[src/rtl/conv_ctrl_pkg.sv]
// Shared types and constants for the convolution tile sequencer.
package conv_ctrl_pkg;

  typedef enum logic [3:0] {
    S_IDLE,
    S_CRST,
    S_WL0,
    S_WLD,
    S_AL0,
    S_EXE,
    S_DRN,
    S_ACC,
    S_DONE
  } state_t;

  localparam int INST_W = 35;
  localparam int ADDR_W = 11;

  // Bit positions inside the 35-bit core instruction word
  localparam int B_MODE     = 34;
  localparam int B_ACC      = 33;
  localparam int B_CEN_P    = 32;
  localparam int B_WEN_P    = 31;
  localparam int B_AP_LO    = 20;  // A_pmem occupies [30:20]
  localparam int B_CEN_X    = 19;
  localparam int B_WEN_X    = 18;
  localparam int B_AX_LO    = 7;   // A_xmem occupies [17:7]
  localparam int B_OFIFO_RD = 6;
  localparam int B_IFIFO_WR = 5;
  localparam int B_IFIFO_RD = 4;
  localparam int B_L0_RD    = 3;
  localparam int B_L0_WR    = 2;
  localparam int B_EXEC     = 1;
  localparam int B_LOAD     = 0;

  // Both memories disabled and in read mode, every strobe low
  localparam logic [INST_W-1:0] IDLE_WORD =
    (35'd1 << B_CEN_P) | (35'd1 << B_WEN_P) |
    (35'd1 << B_CEN_X) | (35'd1 << B_WEN_X);

endpackage

[src/rtl/acc_addr_gen.sv]
// Pmem address of partial sum k contributing to output pixel o.
module acc_addr_gen #(
  parameter int LEN_NIJ = 36,
  parameter int IN_W    = 6,
  parameter int OUT_W   = 4
) (
  input  logic [3:0]  i_o,
  input  logic [3:0]  i_k,
  output logic [10:0] o_addr
);

  logic [10:0] w_base;
  logic [10:0] w_row;
  logic [10:0] w_col;

  // kij block base plus the input pixel this kernel tap sees (3x3 kernel)
  always_comb begin
    w_base = 11'(i_k) * 11'(LEN_NIJ);
    w_row  = 11'(i_o / 4'(OUT_W)) + 11'(i_k / 4'd3);
    w_col  = 11'(i_o % 4'(OUT_W)) + 11'(i_k % 4'd3);
    o_addr = w_base + w_row * 11'(IN_W) + w_col;
  end

endmodule

[src/rtl/conv_seq_ctrl.sv]
// Sequencer driving the core instruction word through one full 3x3 conv tile.
module conv_seq_ctrl
  import conv_ctrl_pkg::*;
#(
  parameter int ROW      = 8,
  parameter int COL      = 8,
  parameter int LEN_KIJ  = 9,
  parameter int LEN_NIJ  = 36,
  parameter int IN_W     = 6,
  parameter int OUT_W    = 4,
  parameter int W_BASE   = 1024,
  parameter int W_STRIDE = 16,
  parameter int RST_CYC  = 10
) (
  input  logic              clk,
  input  logic              reset,
  input  logic              start,
  input  logic              mode_in,
  input  logic              ofifo_valid,
  output logic [INST_W-1:0] inst,
  output logic              core_reset,
  output logic              busy,
  output logic              out_valid,
  output logic [3:0]        out_idx,
  output logic              done
);

  localparam logic [6:0]  C_RST      = 7'(RST_CYC);
  localparam logic [6:0]  C_COL      = 7'(COL);
  localparam logic [6:0]  C_NIJ      = 7'(LEN_NIJ);
  localparam logic [6:0]  C_EXE      = 7'(LEN_NIJ + ROW + COL);
  localparam logic [6:0]  C_KIJ      = 7'(LEN_KIJ);
  localparam logic [5:0]  C_NIJ6     = 6'(LEN_NIJ);
  localparam logic [3:0]  C_KIJ_LAST = 4'(LEN_KIJ - 1);
  localparam logic [3:0]  C_O_LAST   = 4'(OUT_W * OUT_W - 1);
  localparam logic [10:0] A_WBASE    = 11'(W_BASE);
  localparam logic [10:0] A_WSTR     = 11'(W_STRIDE);
  localparam logic [10:0] A_NIJ      = 11'(LEN_NIJ);

  state_t            r_state, w_state_nxt;
  logic [6:0]        r_cnt, w_cnt_nxt;
  logic [3:0]        r_kij, w_kij_nxt;
  logic [3:0]        r_o, w_o_nxt;
  logic [5:0]        r_n, w_n_nxt;
  logic              r_wpend, w_wpend_nxt;
  logic              r_mode, w_mode_nxt;
  logic [INST_W-1:0] w_inst;
  logic              w_crst, w_oval, w_done;
  logic [3:0]        w_k;
  logic [10:0]       w_acc_addr;

  // In ACC the read for tap k happens at phase count k+1
  assign w_k = 4'(r_cnt - 7'd1);

  acc_addr_gen #(
    .LEN_NIJ (LEN_NIJ),
    .IN_W    (IN_W),
    .OUT_W   (OUT_W)
  ) u_acc_addr (
    .i_o    (r_o),
    .i_k    (w_k),
    .o_addr (w_acc_addr)
  );

  // FSM state, phase counters and latched run mode
  always_ff @(posedge clk) begin
    if (reset) begin
      r_state <= S_IDLE;
      r_cnt   <= '0;
      r_kij   <= '0;
      r_o     <= '0;
      r_n     <= '0;
      r_wpend <= 1'b0;
      r_mode  <= 1'b0;
    end else begin
      r_state <= w_state_nxt;
      r_cnt   <= w_cnt_nxt;
      r_kij   <= w_kij_nxt;
      r_o     <= w_o_nxt;
      r_n     <= w_n_nxt;
      r_wpend <= w_wpend_nxt;
      r_mode  <= w_mode_nxt;
    end
  end

  // Next-state and instruction decode; every phase ends in one gap cycle
  always_comb begin
    w_state_nxt = r_state;
    w_cnt_nxt   = r_cnt + 7'd1;
    w_kij_nxt   = r_kij;
    w_o_nxt     = r_o;
    w_n_nxt     = r_n;
    w_wpend_nxt = 1'b0;
    w_mode_nxt  = r_mode;
    w_inst      = IDLE_WORD;
    w_crst      = 1'b0;
    w_oval      = 1'b0;
    w_done      = 1'b0;
    case (r_state)
      S_IDLE: begin
        w_cnt_nxt = '0;
        if (start) begin
          w_mode_nxt  = mode_in;
          w_kij_nxt   = '0;
          w_state_nxt = S_CRST;
        end
      end
      S_CRST: begin
        w_crst = (r_cnt < C_RST);
        if (r_cnt == C_RST) begin
          w_cnt_nxt   = '0;
          w_state_nxt = S_WL0;
        end
      end
      S_WL0: begin
        if (r_cnt < C_COL) begin
          w_inst[B_CEN_X]              = 1'b0;
          w_inst[B_L0_WR]              = 1'b1;
          w_inst[B_AX_LO +: ADDR_W]    = A_WBASE + 11'(r_kij) * A_WSTR + 11'(r_cnt);
        end else begin
          w_cnt_nxt   = '0;
          w_state_nxt = S_WLD;
        end
      end
      S_WLD: begin
        if (r_cnt <= C_COL) begin
          w_inst[B_L0_RD] = 1'b1;
          w_inst[B_LOAD]  = (r_cnt != 7'd0);
        end else begin
          w_cnt_nxt   = '0;
          w_state_nxt = S_AL0;
        end
      end
      S_AL0: begin
        if (r_cnt < C_NIJ) begin
          w_inst[B_CEN_X]           = 1'b0;
          w_inst[B_L0_WR]           = 1'b1;
          w_inst[B_AX_LO +: ADDR_W] = 11'(r_cnt);
        end else begin
          w_cnt_nxt   = '0;
          w_state_nxt = S_EXE;
        end
      end
      S_EXE: begin
        if (r_cnt <= C_EXE) begin
          w_inst[B_L0_RD] = 1'b1;
          w_inst[B_EXEC]  = (r_cnt != 7'd0);
        end else begin
          w_cnt_nxt   = '0;
          w_n_nxt     = '0;
          w_state_nxt = S_DRN;
        end
      end
      S_DRN: begin
        // Write lags its OFIFO read by one cycle; r_n already counts that read
        if (r_wpend) begin
          w_inst[B_CEN_P]           = 1'b0;
          w_inst[B_WEN_P]           = 1'b0;
          w_inst[B_AP_LO +: ADDR_W] = 11'(r_kij) * A_NIJ + 11'(r_n) - 11'd1;
        end
        if (r_n < C_NIJ6) begin
          if (ofifo_valid) begin
            w_inst[B_OFIFO_RD] = 1'b1;
            w_n_nxt            = r_n + 6'd1;
            w_wpend_nxt        = 1'b1;
          end
        end else begin
          w_n_nxt   = '0;
          w_cnt_nxt = '0;
          if (r_kij == C_KIJ_LAST) begin
            w_o_nxt     = '0;
            w_state_nxt = S_ACC;
          end else begin
            w_kij_nxt   = r_kij + 4'd1;
            w_state_nxt = S_CRST;
          end
        end
      end
      S_ACC: begin
        if (r_cnt == 7'd0) w_crst = 1'b1;
        if (r_cnt >= 7'd1 && r_cnt <= C_KIJ) begin
          w_inst[B_CEN_P]           = 1'b0;
          w_inst[B_AP_LO +: ADDR_W] = w_acc_addr;
        end
        if (r_cnt >= 7'd2 && r_cnt <= C_KIJ + 7'd1) w_inst[B_ACC] = 1'b1;
        if (r_cnt == C_KIJ + 7'd3) begin
          w_oval    = 1'b1;
          w_cnt_nxt = '0;
          w_o_nxt   = r_o + 4'd1;
          if (r_o == C_O_LAST) w_state_nxt = S_DONE;
        end
      end
      S_DONE: begin
        w_done      = 1'b1;
        w_cnt_nxt   = '0;
        w_state_nxt = S_IDLE;
      end
      default: begin
        w_cnt_nxt   = '0;
        w_state_nxt = S_IDLE;
      end
    endcase
    // Mode bit follows the run so the core sees it from the first busy cycle
    w_inst[B_MODE] = (w_state_nxt != S_IDLE) ? w_mode_nxt : 1'b0;
  end

  // Registered outputs toward the core and host
  always_ff @(posedge clk) begin
    if (reset) begin
      inst       <= IDLE_WORD;
      core_reset <= 1'b0;
      busy       <= 1'b0;
      out_valid  <= 1'b0;
      out_idx    <= '0;
      done       <= 1'b0;
    end else begin
      inst       <= w_inst;
      core_reset <= w_crst;
      busy       <= (w_state_nxt != S_IDLE);
      out_valid  <= w_oval;
      if (w_oval) out_idx <= r_o;
      done       <= w_done;
    end
  end

endmodule

[config.mk]
export PLATFORM = sky130hd
export DESIGN_NAME = conv_seq_ctrl
export DESIGN_NICKNAME = d
export VERILOG_FILES = /design/src/rtl/conv_ctrl_pkg.sv /design/src/rtl/acc_addr_gen.sv /design/src/rtl/conv_seq_ctrl.sv
export SDC_FILE = /design/constraint.sdc
export NUM_CORES = 1
export LEC_CHECK = 0
export ABC_CLOCK_PERIOD_IN_PS = 10550
export CAP_MARGIN = 20
export CORE_AREA = 4 4 109 111
export DETAILED_ROUTE_END_ITERATION = 6
export DIE_AREA = 0 0 113 115
export PLACE_DENSITY = 0.64
export SYNTH_ARGS = -nofsm -noshare
export SYNTH_HDL_FRONTEND = slang
export SYNTH_SLANG_ARGS = --single-unit
[constraint.sdc]
create_clock -name clk -period 10.55 [get_ports clk]
set_input_delay 1.5825 -clock clk [delete_from_list [all_inputs] [get_ports clk]]
set_output_delay 1.5825 -clock clk [all_outputs]
set_load 0.05 [all_outputs]
## Word level (Yosys, flattened, before mapping)

Index checks and enable logic that the tools add are counted.

| storage, ports and cells | value |
|---|---|
| register bits | 70 |
| input port bits | 5 |
| output and inout port bits | 43 |
| logic and storage cells | 149 |

| operators by class | value |
|---|---|
| add/subtract/negate cells | 13 |
| multiply operators | 3 |
| div/mod/pow operators | 2 |
| order comparisons | 10 |
| equality and inequality tests | 19 |
| multiplexer cells | 59 |
| bitwise gates (word level) | 7 |
| reductions and logical operators | 17 |

Operators by type and width:

| kind | number |
|---|---|
| 4-bit two-way mux | 15 |
| 7-bit two-way mux | 8 |
| 7-bit one-hot mux with 7 select lines | 1 |
| 11-bit one-hot mux with 2 select lines | 2 |
| 4-bit one-hot mux with 8 select lines | 1 |
| 2-bit by 11-bit adder with 11-bit output | 2 |
| 11-bit two-way mux | 2 |
| 7-bit by 4-bit <= comparator with 1-bit output, second input constant | 3 |
| 6-bit two-way mux | 3 |
| 1-bit two-way mux | 17 |
| 4-bit by 3-bit equality test with 1-bit output, second input constant | 4 |
| 4-bit by 4-bit multiplier with 8-bit output, second input constant | 2 |
| 4-bit one-hot mux with 2 select lines | 2 |
| 7-bit by 4-bit equality test with 1-bit output, second input constant | 2 |
| 7-bit by 4-bit < comparator with 1-bit output, second input constant | 2 |
| 13-bit two-way mux | 1 |
| 4-bit equality test, second input constant | 3 |
| 2-bit != test, second input constant | 6 |
| 6-bit one-hot mux with 2 select lines | 1 |
| 10-bit by 11-bit adder with 11-bit output | 1 |
| 10-bit by 6-bit adder with 11-bit output | 1 |
| 11-bit adder | 1 |
| 11-bit by 7-bit adder with 11-bit output | 1 |
| 11-bit by 8-bit adder with 11-bit output, first input constant | 1 |
| other kinds (29) | 48 |

## Logic depth before layout (Yosys ltp)

| depth | value |
|---|---|
| depth in word-level cells | 8 |
| gate-level depth with buffers | 35 |
| mapped depth without buffers | 32 |

## Cells and area by module

From an unflattened synthesis, not the netlist that was laid out.

| second synthesis, totals | value |
|---|---|
| cells, all modules | 579 |
| area, all modules | 5108.6 sq um |

By module, submodules not included:

| module | times used | cells an instance | area an instance (sq um) | sequential area each (sq um) |
|---|---|---|---|---|
| conv_seq_ctrl | 1 | 419 | 3807.4 | 1301.2 |
| acc_addr_gen | 1 | 160 | 1301.2 | 0.0 |

## Worst setup path before layout

OpenSTA, ideal clock, no wires.

| timing | value |
|---|---|
| path type | register to register |
| start | reg r_cnt[0] |
| end | reg inst[30] |
| setup time | 0.087 ns |
| data arrival time | 6.688 ns |
| required time | 10.463 ns |
| setup slack | 3.775 ns |
| cell stages (with the launch flop) | 35 |
| buffers on the path | 3 |
| clock period less this slack | 6.775 ns |
| cell sequence | dfxtp_1 buf_2 inv_1 ha_1 buf_4 nor2b_1 a32oi_2 inv_2 ha_1 inv_1 ha_1 nand2b_1 nor2_1 and3_1 a221oi_4 or3_1 clkbuf_1 ha_1 inv_1 fa_1 inv_1 ha_1 inv_1 fa_1 xor2_1 fa_1 inv_1 ha_1 nor4_1 o21ai_0 a31o_2 a21o_1 xor2_1 and3b_1 o31ai_1 |

| on the way | value |
|---|---|
| word-level cells in the longest chain between the ends | 8 |
| elaborated cells between the ends (all ways) | 14 |
| those cells by class | 5 x add/sub; 2 x mul; 2 x div; 2 x order compare; 2 x mux; 1 x reduce/logical |

RTL lines:

| item | RTL line | source |
|---|---|---|
| from (decl) | conv_seq_ctrl.sv:41 | `logic [6:0] r_cnt, w_cnt_nxt;` |
| from (signal assigned) | conv_seq_ctrl.sv:77 | `r_cnt <= w_cnt_nxt;` |
| 4-bit by 1-bit subtractor with 4-bit output | conv_seq_ctrl.sv:53 | `assign w_k = 4'(r_cnt - 7'd1);` |
| 4-bit by 2-bit divider with 11-bit output | acc_addr_gen.sv:19 | `w_row = 11'(i_o / 4'(OUT_W)) + 11'(i_k / 4'd3);` |
| 2-bit by 11-bit adder with 11-bit output | acc_addr_gen.sv:19 |  |
| 11-bit by 2-bit multiplier with 10-bit output | acc_addr_gen.sv:21 | `o_addr = w_base + w_row * 11'(IN_W) + w_col;` |
| 10-bit by 11-bit adder with 11-bit output | acc_addr_gen.sv:21 |  |
| 11-bit adder | acc_addr_gen.sv:21 |  |
| 11-bit two-way mux (*) | conv_seq_ctrl.sv:181 | `if (r_cnt >= 7'd1 && r_cnt <= C_KIJ) begin` |
| 11-bit one-hot mux with 2 select lines (*) | conv_seq_ctrl.sv:99 | `case (r_state)` |
| to (signal assigned) | conv_seq_ctrl.sv:217 | `inst <= w_inst;` |
| to (decl) | conv_seq_ctrl.sv:20 | `output logic [INST_W-1:0] inst,` |

Every way passes the cells marked *; elsewhere a longest branch is shown, timed or not.
A chain may end at the register's enable or synchronous reset.

## Worst setup path after layout

Same ends and word-level chain as after synthesis.

==> reports/qor.yml <==
floorplanning:
  start_util: 0.449
  fp.dieArea_mm2: 0.0130
  fp.dieH_um: 115
  die_x_um: 113
  rows: 38
  core_area_mm2: 0.0108
  pin_count: 48
setup_path:
  max_stage_delay_ns: 0.66
  end_kind: "flip-flop"
  critPathTopFamily: "adder cells"
  crit_path_top_delay_cell: "dfxtp_1"
  rr_startpoint: "r_cnt[0]"
  r2r_setup_slack_ns: 2.75
  crit_top_cell: "inv_1"
  worstReg2RegEnd: "inst[30]"
  worst-setup-path-type: "flip-flop to flip-flop"
  cp_data_required_time_ns: 10.82
  start_kind: "flip-flop"
  cp_max_fo: 16
  crit_start: "r_cnt[0]"
  crit_arrival_ns: 8.07
  critical_path_buf_inv_count: 8
  ff2ff_path_depth: 30
finish:
  fin_nets: 688
  drive_above_1_share: 0.0640
  fillers: 1047
  diodes: 0
  final_area_mm2: 0.00551
  syn2layout_area_growth_pct: 13.7
min_path:
  hold_end: "r_mode"
  hold_path_class: "flip-flop to flip-flop"
  hold_depth: 2
  worstHoldStart: "r_mode"
pwr:
  p_leak_nw: 2.27
  power_mw: 0.577
  ir_drop_v: 0.0000709
  seqPwrFrac: 0.430
  powerDensity_mw_per_mm2: 105
  power.switching_mw: 0.183
  power_frac_comb: 0.242
  p_int_mw: 0.395
  pwr-share-clk: 0.328
  swShare: 0.316
clock_tree:
  numCtsBuffers: 9
  clk_latency_ns: 0.35
  clk_pin_slew_ns: 0.07
  cts-root-buf: "clkbuf_8"
  cts_max_path_buffers: 2
  htree_levels: 3
  post-cts-setup-buffers: 0
  cts_tree: "done"
  cts_hold_buffers: 0
  post_cts_resized: 0
  cts_sinks: 65
placement:
  port_buffers: 43
  gp_congestion: 0.872
  dp_hpwl_um: 8860
  place_area_mm2: 0.00533
yosys:
  synth_area_leaders: "dfxtp_1 (27%), ha_1 (13%), nor2_1 (6.1%), xnor2_1 (4.7%), fa_1 (4.5%)"
  yosys_warnings: 0
  syn_area_mm2: 0.00485
  synth_top_area_cell: "dfxtp_1"
  synth-seq-area-share: 0.269
  async_flop_share: 0
  synth-seq-cells: 65
  synth_top_area_share: 0.269
  synth_edf_count: 0
  synth.distinct_cells: 68
  ys.flop_type: "dfxtp_1"
  syn_inst: 589
  syn_area_per_cell_um2: 8.23
job:
  max_cap_viol_count: 0
drt:
  num_vias: 4145
  post_drt_wl_per_cell_um: 14.9
  ant_nets: 0
  drtIter0Drc: 234
  drt_wl_total_um: 11400
  via_per_inst: 5.42
  drc: 3
  dr.pass1.iters: 7
timing:
  skew_ns: 0.00558
  worst_hold_slack_ns: 0.503
  min_period_ns: 7.80
  fin_crit_sh: 0.739
  setup_tns_ns: 0
  rsz0062_at_grt: "false"
  setup_violations: 0
  worst_pin_slew_ns: 0.814
  report.final.hold_viol_count: 0
  slew_headroom: 0.452
  max_freq_mhz: 128
  drv_slew: 0
global_routing:
  use_met1: 0.239
  use_met3: 0.0405
  grtUsageMet2: 0.310
  grt.busiest_layer: "met2"
  grt_pass1_wl_um: 19300
  antenna_found_initial: 0
  grt_pass1_vias: 3949
  overflow: 0
  grt_use_total: 0.182
  grt_max_degree: 37
status:
  violations: "DRC"
  status: "finished, violations left"
layout make-up:
cell class                      instances  area, µm²  area share
Clock inverter                          5       31.3     0.00568
Tap cell                              140        175      0.0318
Inverter                               59        224      0.0407
Multi-Input combinational cell        440       3190       0.580
Clock buffer                           11        141      0.0257
Timing Repair Buffer                   45        443      0.0804
Sequential cell                        65       1300       0.236
worst reg2reg max path: cells and delay by family (launching register included):
kind                       cells  cell delay (ns)
xor gates and xnor gates       2             0.33
adders and majority gates      9             3.02
buffers and inverters          8             0.91
DFF                            1             0.66
AOI/OAI and AO/OA              7             1.65
and+or+nand+nor                4             1.13
cell usage after synthesis, types with 3 or more instances:
cell type and count:
and2_1 4, o211ai_1 3, a22oi_1 11, xor2_1 17, nand4_1 7, xnor2_1 26, o21ai_0 18, nor4_1 5
ha_1 52, a21o_1 6, nor2b_1 7, fa_1 11, o21a_1 3, nand3_1 17, o21bai_1 3, mux2i_1 7
nor3_1 23, o31ai_1 4, nor2_1 79, a21oi_1 36, nand2b_1 9, inv_1 55, nand2_1 23, dfxtp_1 65
buf_2 3, nor3b_1 8, or3_1 7, inv_2 3, clkbuf_1 14, a211oi_1 3, and3_1 4, or2_2 4
buf_4 8
power groups by stage:
stage               Sequential, mW  Clock, mW  Combinational [mW]
CTS                          0.248      0.198               0.140
floorplan                    0.256          0               0.109
detailed placement           0.254          0               0.139
finish                       0.248      0.189               0.140
global placement             0.254          0               0.137
global route                 0.248      0.205               0.156
logic make-up after synthesis:
kind of cell / Yosys count / share of synthesized area
buffers and inverters: 86 / 0.0741
other: 2 / 0.00155
muxes: 7 / 0.0145
DFF: 65 / 0.269
xor gates and xnor gates: 43 / 0.0777
AOI/OAI and AO/OA: 115 / 0.167
adders and majority gates: 63 / 0.180
and+or+nand+nor: 208 / 0.217
how the worst max path moves through the flow:
stage / end / slack [ns] / depth (start not counted)
floorplan: inst[30] / 3.78 / 34
global placement: inst[30] / 3.14 / 30
detailed placement: inst[30] / 2.86 / 30
CTS: inst[30] / 2.82 / 30
global route: inst[30] / 2.07 / 30
finish: inst[30] / 2.75 / 30
metrics by stage:
stage / setup slack (ns) / instances / util
final: 2.75 / 765 / 0.510
after global routing: 2.07 / 765 / 0.510
after CTS: 2.82 / 764 / 0.510
after detailed placement: 2.86 / 748 / 0.494
after global placement: 3.14 / 748 / 0.494
after floorplan: 3.78 / 591 / -
registers in the layout (all words and copies together) (netlist names):
signal / flops
r_n: 6
out_valid: 1
r_o: 4
done: 1
r_mode: 1
r_kij: 4
r_cnt: 7
inst: 31
r_state: 4
core_reset: 1
out_idx: 4
busy: 1
layer usage:
layer  up-vias  share of wire
li1       2089              -
met1      1943           0.47
met2       101           0.48
met3        12          0.048
met4         0         0.0069
met5         -              0
cell usage in the layout (no fill, tap or decap), drive strengths merged, types with 3 or more instances in the layout:
cell type | netlist | final
nor2 | 79 | 79
dfxtp | 65 | 65
inv | 59 | 59
ha | 52 | 52
clkdlybuf4s50 | 0 | 43
a21oi | 36 | 36
xnor2 | 26 | 26
nand2 | 25 | 25
nor3 | 24 | 24
o21ai | 19 | 19
nand3 | 18 | 18
xor2 | 17 | 17
a22oi | 11 | 11
fa | 11 | 11
clkbuf | 14 | 11
nand2b | 10 | 10
nor3b | 8 | 8
or3 | 8 | 8
nor2b | 7 | 7
mux2i | 7 | 7
nand4 | 7 | 7
a21o | 6 | 6
nor4 | 5 | 5
o31ai | 5 | 5
and2 | 4 | 4
and3 | 4 | 4
or2 | 4 | 4
conb | 2 | 4
o211ai | 4 | 4
clkinv | 0 | 4
o21a | 3 | 3
o21bai | 3 | 3
a211oi | 3 | 3
o41ai | 3 | 3
a32oi | 3 | 3
Power figures use the tool's default switching activity.
